--- src/rtl/adc_pkg.sv ---
// Shared types for the ADC sample averager: sample width, FSM states and the
// per-window result record stored in the result FIFO.
// Build option: ADC_AVG_MINMAX_EN adds min/max fields to adc_result_t.
package adc_pkg;

    localparam int ADC_DATA_W = 12;
    localparam int ADC_SEQ_W  = 8;

    typedef enum logic [1:0] {
        IDLE  = 2'd0,
        ACCUM = 2'd1,
        PUSH  = 2'd2
    } avg_state_t;

    typedef struct packed {
        logic [ADC_DATA_W-1:0] avg;
`ifdef ADC_AVG_MINMAX_EN
        logic [ADC_DATA_W-1:0] min;
        logic [ADC_DATA_W-1:0] max;
`endif
        logic [ADC_SEQ_W-1:0]  seq;
    } adc_result_t;

endpackage

--- src/rtl/adc_result_fifo.sv ---
// Show-ahead FIFO of adc_result_t. The head entry is visible on 'head' as soon
// as it is stored; 'head' reads as zero while empty. A push into a full FIFO is
// accepted only when a pop happens in the same cycle. 'flush' empties the FIFO
// synchronously and discards any push in that cycle.
module adc_result_fifo
    import adc_pkg::*;
#(
    parameter int DEPTH = 8
) (
    input  logic                   clk,
    input  logic                   reset_n,
    input  logic                   flush,
    input  logic                   push,
    input  adc_result_t            push_data,
    input  logic                   pop,
    output adc_result_t            head,
    output logic                   full,
    output logic                   empty,
    output logic [$clog2(DEPTH):0] level
);

    localparam int AW = $clog2(DEPTH);

    adc_result_t mem [DEPTH];
    logic [AW:0] wr_ptr;
    logic [AW:0] rd_ptr;
    logic        do_push;
    logic        do_pop;

    // Pointers carry one extra wrap bit so full and empty are distinguishable.
    assign empty   = (wr_ptr == rd_ptr);
    assign full    = (wr_ptr[AW] != rd_ptr[AW]) && (wr_ptr[AW-1:0] == rd_ptr[AW-1:0]);
    assign level   = wr_ptr - rd_ptr;
    assign do_pop  = pop && !empty;
    assign do_push = push && (!full || do_pop);
    assign head    = empty ? '0 : mem[rd_ptr[AW-1:0]];

    // Pointer update; flush wins over any push/pop in the same cycle.
    always_ff @(posedge clk or negedge reset_n) begin
        if (!reset_n) begin
            wr_ptr <= '0;
            rd_ptr <= '0;
        end else if (flush) begin
            wr_ptr <= '0;
            rd_ptr <= '0;
        end else begin
            if (do_push) wr_ptr <= wr_ptr + 1'b1;
            if (do_pop)  rd_ptr <= rd_ptr + 1'b1;
        end
    end

    // Storage write; contents need no reset because 'head' is masked when empty.
    always_ff @(posedge clk) begin
        if (do_push && !flush) mem[wr_ptr[AW-1:0]] <= push_data;
    end

endmodule

--- src/rtl/adc_sample_averager.sv ---
// Window averager for MCP3221 ADC samples. Sums 2**LOG2_WIN samples, then
// writes {avg, min, max, seq} into a show-ahead result FIFO.
// Build option: ADC_AVG_MINMAX_EN enables min/max tracking; without it
// out_min/out_max are tied to zero and no min/max state exists.
//
// Output handshake: out_valid is high whenever the FIFO holds an entry and the
// out_* fields show that entry; the entry is consumed on a rising clock edge
// where out_valid && out_ready. out_valid never waits on out_ready. The sample
// input has no backpressure: every cycle with sample_valid high is one sample.
module adc_sample_averager
    import adc_pkg::*;
#(
    parameter int DATA_W     = ADC_DATA_W,
    parameter int LOG2_WIN   = 4,
    parameter int FIFO_DEPTH = 8
) (
    input  logic                        clk,
    input  logic                        reset_n,
    input  logic                        enable,
    input  logic                        clear,
    input  logic [DATA_W-1:0]           sample_in,
    input  logic                        sample_valid,
    output logic                        out_valid,
    input  logic                        out_ready,
    output logic [DATA_W-1:0]           out_avg,
    output logic [DATA_W-1:0]           out_min,
    output logic [DATA_W-1:0]           out_max,
    output logic [7:0]                  out_seq,
    output logic [$clog2(FIFO_DEPTH):0] fifo_level,
    output logic                        overflow,
    output avg_state_t                  state_dbg
);

    localparam int ACC_W = DATA_W + LOG2_WIN;

    avg_state_t          state;
    avg_state_t          state_nxt;
    logic [ACC_W-1:0]    acc;
    logic [LOG2_WIN-1:0] cnt;
    logic [7:0]          seq;
    logic                last_sample;
    logic                fifo_push;
    logic                fifo_pop;
    logic                fifo_full;
    logic                fifo_empty;
    adc_result_t         push_data;
    adc_result_t         head;

    // cnt counts accepted samples modulo the window; all-ones means this is the last one.
    assign last_sample = sample_valid && (&cnt);
    assign fifo_pop    = out_ready && !fifo_empty;

    // State register.
    always_ff @(posedge clk or negedge reset_n) begin
        if (!reset_n) state <= IDLE;
        else          state <= state_nxt;
    end

    // Next state and FIFO write strobe; clear suppresses the write of a finished window.
    always_comb begin
        state_nxt = state;
        fifo_push = 1'b0;
        if (clear) begin
            state_nxt = IDLE;
        end else begin
            case (state)
                IDLE:    if (enable) state_nxt = ACCUM;
                ACCUM: begin
                    if (!enable)          state_nxt = IDLE;
                    else if (last_sample) state_nxt = PUSH;
                end
                PUSH: begin
                    fifo_push = 1'b1;
                    state_nxt = enable ? ACCUM : IDLE;
                end
                default: state_nxt = IDLE;
            endcase
        end
    end

    // Accumulator, window counter, sequence number and sticky overflow.
    // In PUSH the FIFO is written from the completed sum while a concurrent
    // sample seeds the next window.
    always_ff @(posedge clk or negedge reset_n) begin
        if (!reset_n) begin
            acc      <= '0;
            cnt      <= '0;
            seq      <= '0;
            overflow <= 1'b0;
        end else if (clear) begin
            acc      <= '0;
            cnt      <= '0;
            seq      <= '0;
            overflow <= 1'b0;
        end else begin
            case (state)
                ACCUM: begin
                    if (!enable) begin
                        acc <= '0;
                        cnt <= '0;
                    end else if (sample_valid) begin
                        acc <= acc + ACC_W'(sample_in);
                        cnt <= cnt + 1'b1;
                    end
                end
                PUSH: begin
                    seq <= seq + 8'd1;
                    if (fifo_full && !fifo_pop) overflow <= 1'b1;
                    if (enable && sample_valid) begin
                        acc <= ACC_W'(sample_in);
                        cnt <= LOG2_WIN'(1);
                    end else begin
                        acc <= '0;
                        cnt <= '0;
                    end
                end
                default: begin
                    acc <= '0;
                    cnt <= '0;
                end
            endcase
        end
    end

`ifdef ADC_AVG_MINMAX_EN
    logic [DATA_W-1:0] win_min;
    logic [DATA_W-1:0] win_max;

    // Running min/max of the current window; starts at all-ones / zero.
    always_ff @(posedge clk or negedge reset_n) begin
        if (!reset_n) begin
            win_min <= '1;
            win_max <= '0;
        end else if (clear) begin
            win_min <= '1;
            win_max <= '0;
        end else begin
            case (state)
                ACCUM: begin
                    if (!enable) begin
                        win_min <= '1;
                        win_max <= '0;
                    end else if (sample_valid) begin
                        if (sample_in < win_min) win_min <= sample_in;
                        if (sample_in > win_max) win_max <= sample_in;
                    end
                end
                PUSH: begin
                    if (enable && sample_valid) begin
                        win_min <= sample_in;
                        win_max <= sample_in;
                    end else begin
                        win_min <= '1;
                        win_max <= '0;
                    end
                end
                default: begin
                    win_min <= '1;
                    win_max <= '0;
                end
            endcase
        end
    end
`endif

    // Result record assembled from the completed window (truncating average).
    always_comb begin
        push_data     = '0;
        push_data.avg = acc[ACC_W-1:LOG2_WIN];
        push_data.seq = seq;
`ifdef ADC_AVG_MINMAX_EN
        push_data.min = win_min;
        push_data.max = win_max;
`endif
    end

    adc_result_fifo #(
        .DEPTH (FIFO_DEPTH)
    ) u_fifo (
        .clk       (clk),
        .reset_n   (reset_n),
        .flush     (clear),
        .push      (fifo_push),
        .push_data (push_data),
        .pop       (fifo_pop),
        .head      (head),
        .full      (fifo_full),
        .empty     (fifo_empty),
        .level     (fifo_level)
    );

    assign out_valid = !fifo_empty;
    assign out_avg   = head.avg;
    assign out_seq   = head.seq;
    assign state_dbg = state;
`ifdef ADC_AVG_MINMAX_EN
    assign out_min   = head.min;
    assign out_max   = head.max;
`else
    assign out_min   = '0;
    assign out_max   = '0;
`endif

endmodule

--- config.mk ---
export PLATFORM = sky130hd
export DESIGN_NAME = adc_sample_averager
export DESIGN_NICKNAME = d
export VERILOG_FILES = /design/src/rtl/adc_pkg.sv /design/src/rtl/adc_result_fifo.sv /design/src/rtl/adc_sample_averager.sv
export SDC_FILE = /design/constraint.sdc
export NUM_CORES = 1
export LEC_CHECK = 0
export CORE_MARGIN = 8
export CORE_UTILIZATION = 55
export CTS_BUF_LIST = sky130_fd_sc_hd__clkbuf_2 sky130_fd_sc_hd__clkbuf_4 sky130_fd_sc_hd__clkbuf_8
export DETAILED_ROUTE_END_ITERATION = 8
export HOLD_SLACK_MARGIN = 0.08
export PLACE_DENSITY = 0.76
export SLEW_MARGIN = 0
export SYNTH_ARGS = -nofsm -noshare
export SYNTH_HDL_FRONTEND = slang
export SYNTH_SLANG_ARGS = --single-unit
--- constraint.sdc ---
create_clock -name clk -period 4.4 [get_ports clk]
set_input_delay 0.88 -clock clk [delete_from_list [all_inputs] [get_ports clk]]
set_output_delay 0.88 -clock clk [all_outputs]
set_load 0.03 [all_outputs]
==> reports/qor.yml <==
p_leak_uw: 0.00347
post_cts_resized: 0
synthCells: 602
drtPass1Iterations: 5
avgSynthCellArea_um2: 14.8
htree_levels: 4
final_common_cell: "edfxtp_1"
dieArea_um2: 20500
synth_largest_area_cell: "edfxtp_1"
finalCriticalPeriod_ns: 3.71
drive_above_1_share_pct: 15.2
via_per_inst: 5.86
final-hold-violation-count: 0
track_usage_pct: 18.1
layout_common_cells: "edfxtp_1, nand2_1, clkdlybuf4s50_1"
core_area_um2: 15900
place_hpwl_um: 11300
ctsHoldBuffers: 0
outcome: "finished clean"
clock_sinks: 199
port_buffers: 45
cts.path.max_buffers: 2
cp_num_buf_inv: 2
drv_slew: 0
pin_count: 70
antenna_found_initial: 0
cp_top_family: "buffers and inverters"
hold_class: "reg -> reg"
synth-seq-area-share_pct: 64.9
slew_headroom_pct: 30.5
yosysWarnings: 0
grt_pass1_wl_um: 27900
antenna_left: 0
power.density_nw_per_um2: 388
r2r_slack_ns: 1.66
fillCellCount: 1163
cts_setup_buffers: 0
cap_violations: 0
worst_slew_pin_slew_ns: 1.04
crit_required_ns: 3.52
die_y_um: 143
tns_ns: 0
irDropWorstVdd_uv: 216
cp_slowest_stage_delay_ns: 0.73
synthToLayoutAreaGrowth_pct: 11.9
grt_pass1_vias: 5359
maxClockFrequency_ghz: 0.269
fin_hold_ws_ns: 0.484
path_clk_slew_ns: 0.08
globalRoute.totalOverflow: 0
async_reset_ff_share_pct: 19.6
rsz0062_at_grt: "no"
synth-edff-count: 160
critical_path.max_fanout: 24
grt_max_degree: 40
drtIter0Drc: 422
place_congestion: 0.822
vias: 5170
synthFlopType: "edfxtp_1"
clk_latency_ns: 0.45
start_util_pct: 56.1
min_period_over_period_pct: 84.4
diodes: 0
cts_tree: "built"
die_w_um: 143
wirelength_um: 17600
synthesis.area_um2: 8910
synth_top_area_share_pct: 53.9
rows: 46
skew_ns: 0.0135
drc: 0
wl_per_cell_um: 19.9
synth.area.top_cells: "edfxtp_1, dfrtp_1, mux4_2"
setup_viol: 0
nets: 696
numCtsBuffers: 17
crit_path_top_delay_cell: "dfrtp_2"
netlist-cell-type-count: 55
clockRootBuffer: "clkbuf_8"
worstSetupPathType: "reg -> out"
synth_seq_cells: 199
arrival_ns: 2.83
crit_path_start_kind: "flip-flop"
cp_cell_sequence: "inv_1, ha_1, and4_4, a21oi_1, clkdlybuf4s50_1"
endpoint_kind: "output port"
## logic make-up (layout without fill, tap and decap cells)
logic type,Yosys count,count (layout),share of synthesized area (%)
compound gates,102,102,7.27
xor+xnor,19,19,1.95
fa+ha+maj,25,25,3.68
buf+inv,70,111,4.13
flops,199,199,64.9
mux,45,45,10.7
other cells,1,24,0.0421
simple gates,141,141,7.39
## worst paths after layout
kind,end,depth (start not counted),startpoint
setup reg to reg,u_fifo.mem[1][1]$_DFFE_PP_,7,u_fifo.rd_ptr[1]$_DFFE_PN0P_
hold reg to reg,cnt[3]$_DFFE_PN0P_,1,cnt[3]$_DFFE_PN0P_
hold / removal,cnt[3]$_DFFE_PN0P_,1,cnt[3]$_DFFE_PN0P_
setup / recovery,out_seq[0],5,u_fifo.rd_ptr[1]$_DFFE_PN0P_
min in group asynchronous,acc[6]$_DFFE_PN0P_,1,reset_n
max in group asynchronous,u_fifo.rd_ptr[1]$_DFFE_PN0P_,1,reset_n
## flip-flops by register name (all words and copies together), names as in the netlist
register,count
u_fifo.wr_ptr,4
state_dbg,2
u_fifo.rd_ptr,4
acc,16
cnt,4
u_fifo.mem,160
seq,8
overflow,1
## metrics by stage
| step | total power (µW) | cell area, µm² | utilization, % | cells | worst slack, ns |
|---|---|---|---|---|---|
| finish | 3870 | 9970 | 62.8 | 882 | 0.686 |
| CTS | 3900 | 9970 | 62.8 | 882 | 0.624 |
| global route | 4020 | 9970 | 62.8 | 882 | 0.497 |
| global placement | 2730 | 9560 | 60.2 | 850 | 1.09 |
| floorplan | 2550 | 9000 | - | 625 | 0.611 |
| detailed placement | 2740 | 9560 | 60.2 | 850 | 1.13 |
## power breakdown
group | switching (µW) | leakage (µW) | internal, µW
clock network | 600 | 0.000207 | 581
logic | 371 | 0.00133 | 258
registers | 24.1 | 0.00194 | 2040
total | 995 | 0.00347 | 2880
## routing by layer
metal	GRT usage [%]	vias up	share of wire, %
met2	30.9	182	51
met1	22.3	2605	41
met3	3.51	32	5.7
met5	0	-	0
li1	-	2351	-
met4	7.08	0	2.2
## Yosys cell counts, types with 3 or more instances
library cell and instances:
edfxtp_1 160, nand2_1 64, mux4_2 40, dfrtp_1 39, a21oi_1 37, nor2_1 26
buf_4 24, ha_1 23, inv_1 19, clkbuf_1 14, nand3_1 13, o21ai_1 12
a22oi_1 11, buf_2 11, o21ai_0 10, xnor2_1 9, xor2_1 9, nand4_1 6
and3_1 5, mux2i_1 5, o211ai_1 5, or3_1 5, a21o_1 4, nor3_1 4
a211oi_1 3, a31oi_1 3, nand2b_1 3, nor2b_1 3
## area by class of cell
class	instances	area [µm²]	share of cell area [%]
clock buffers	20	256	2.57
clock inverters	12	150	1.51
inverters	20	76.3	0.765
multi-input cells	356	2880	28.9
flip-flops and latches	199	5780	58.0
well taps	216	270	2.71
repair buffers	59	551	5.52
Power figures use the tool's default switching activity.
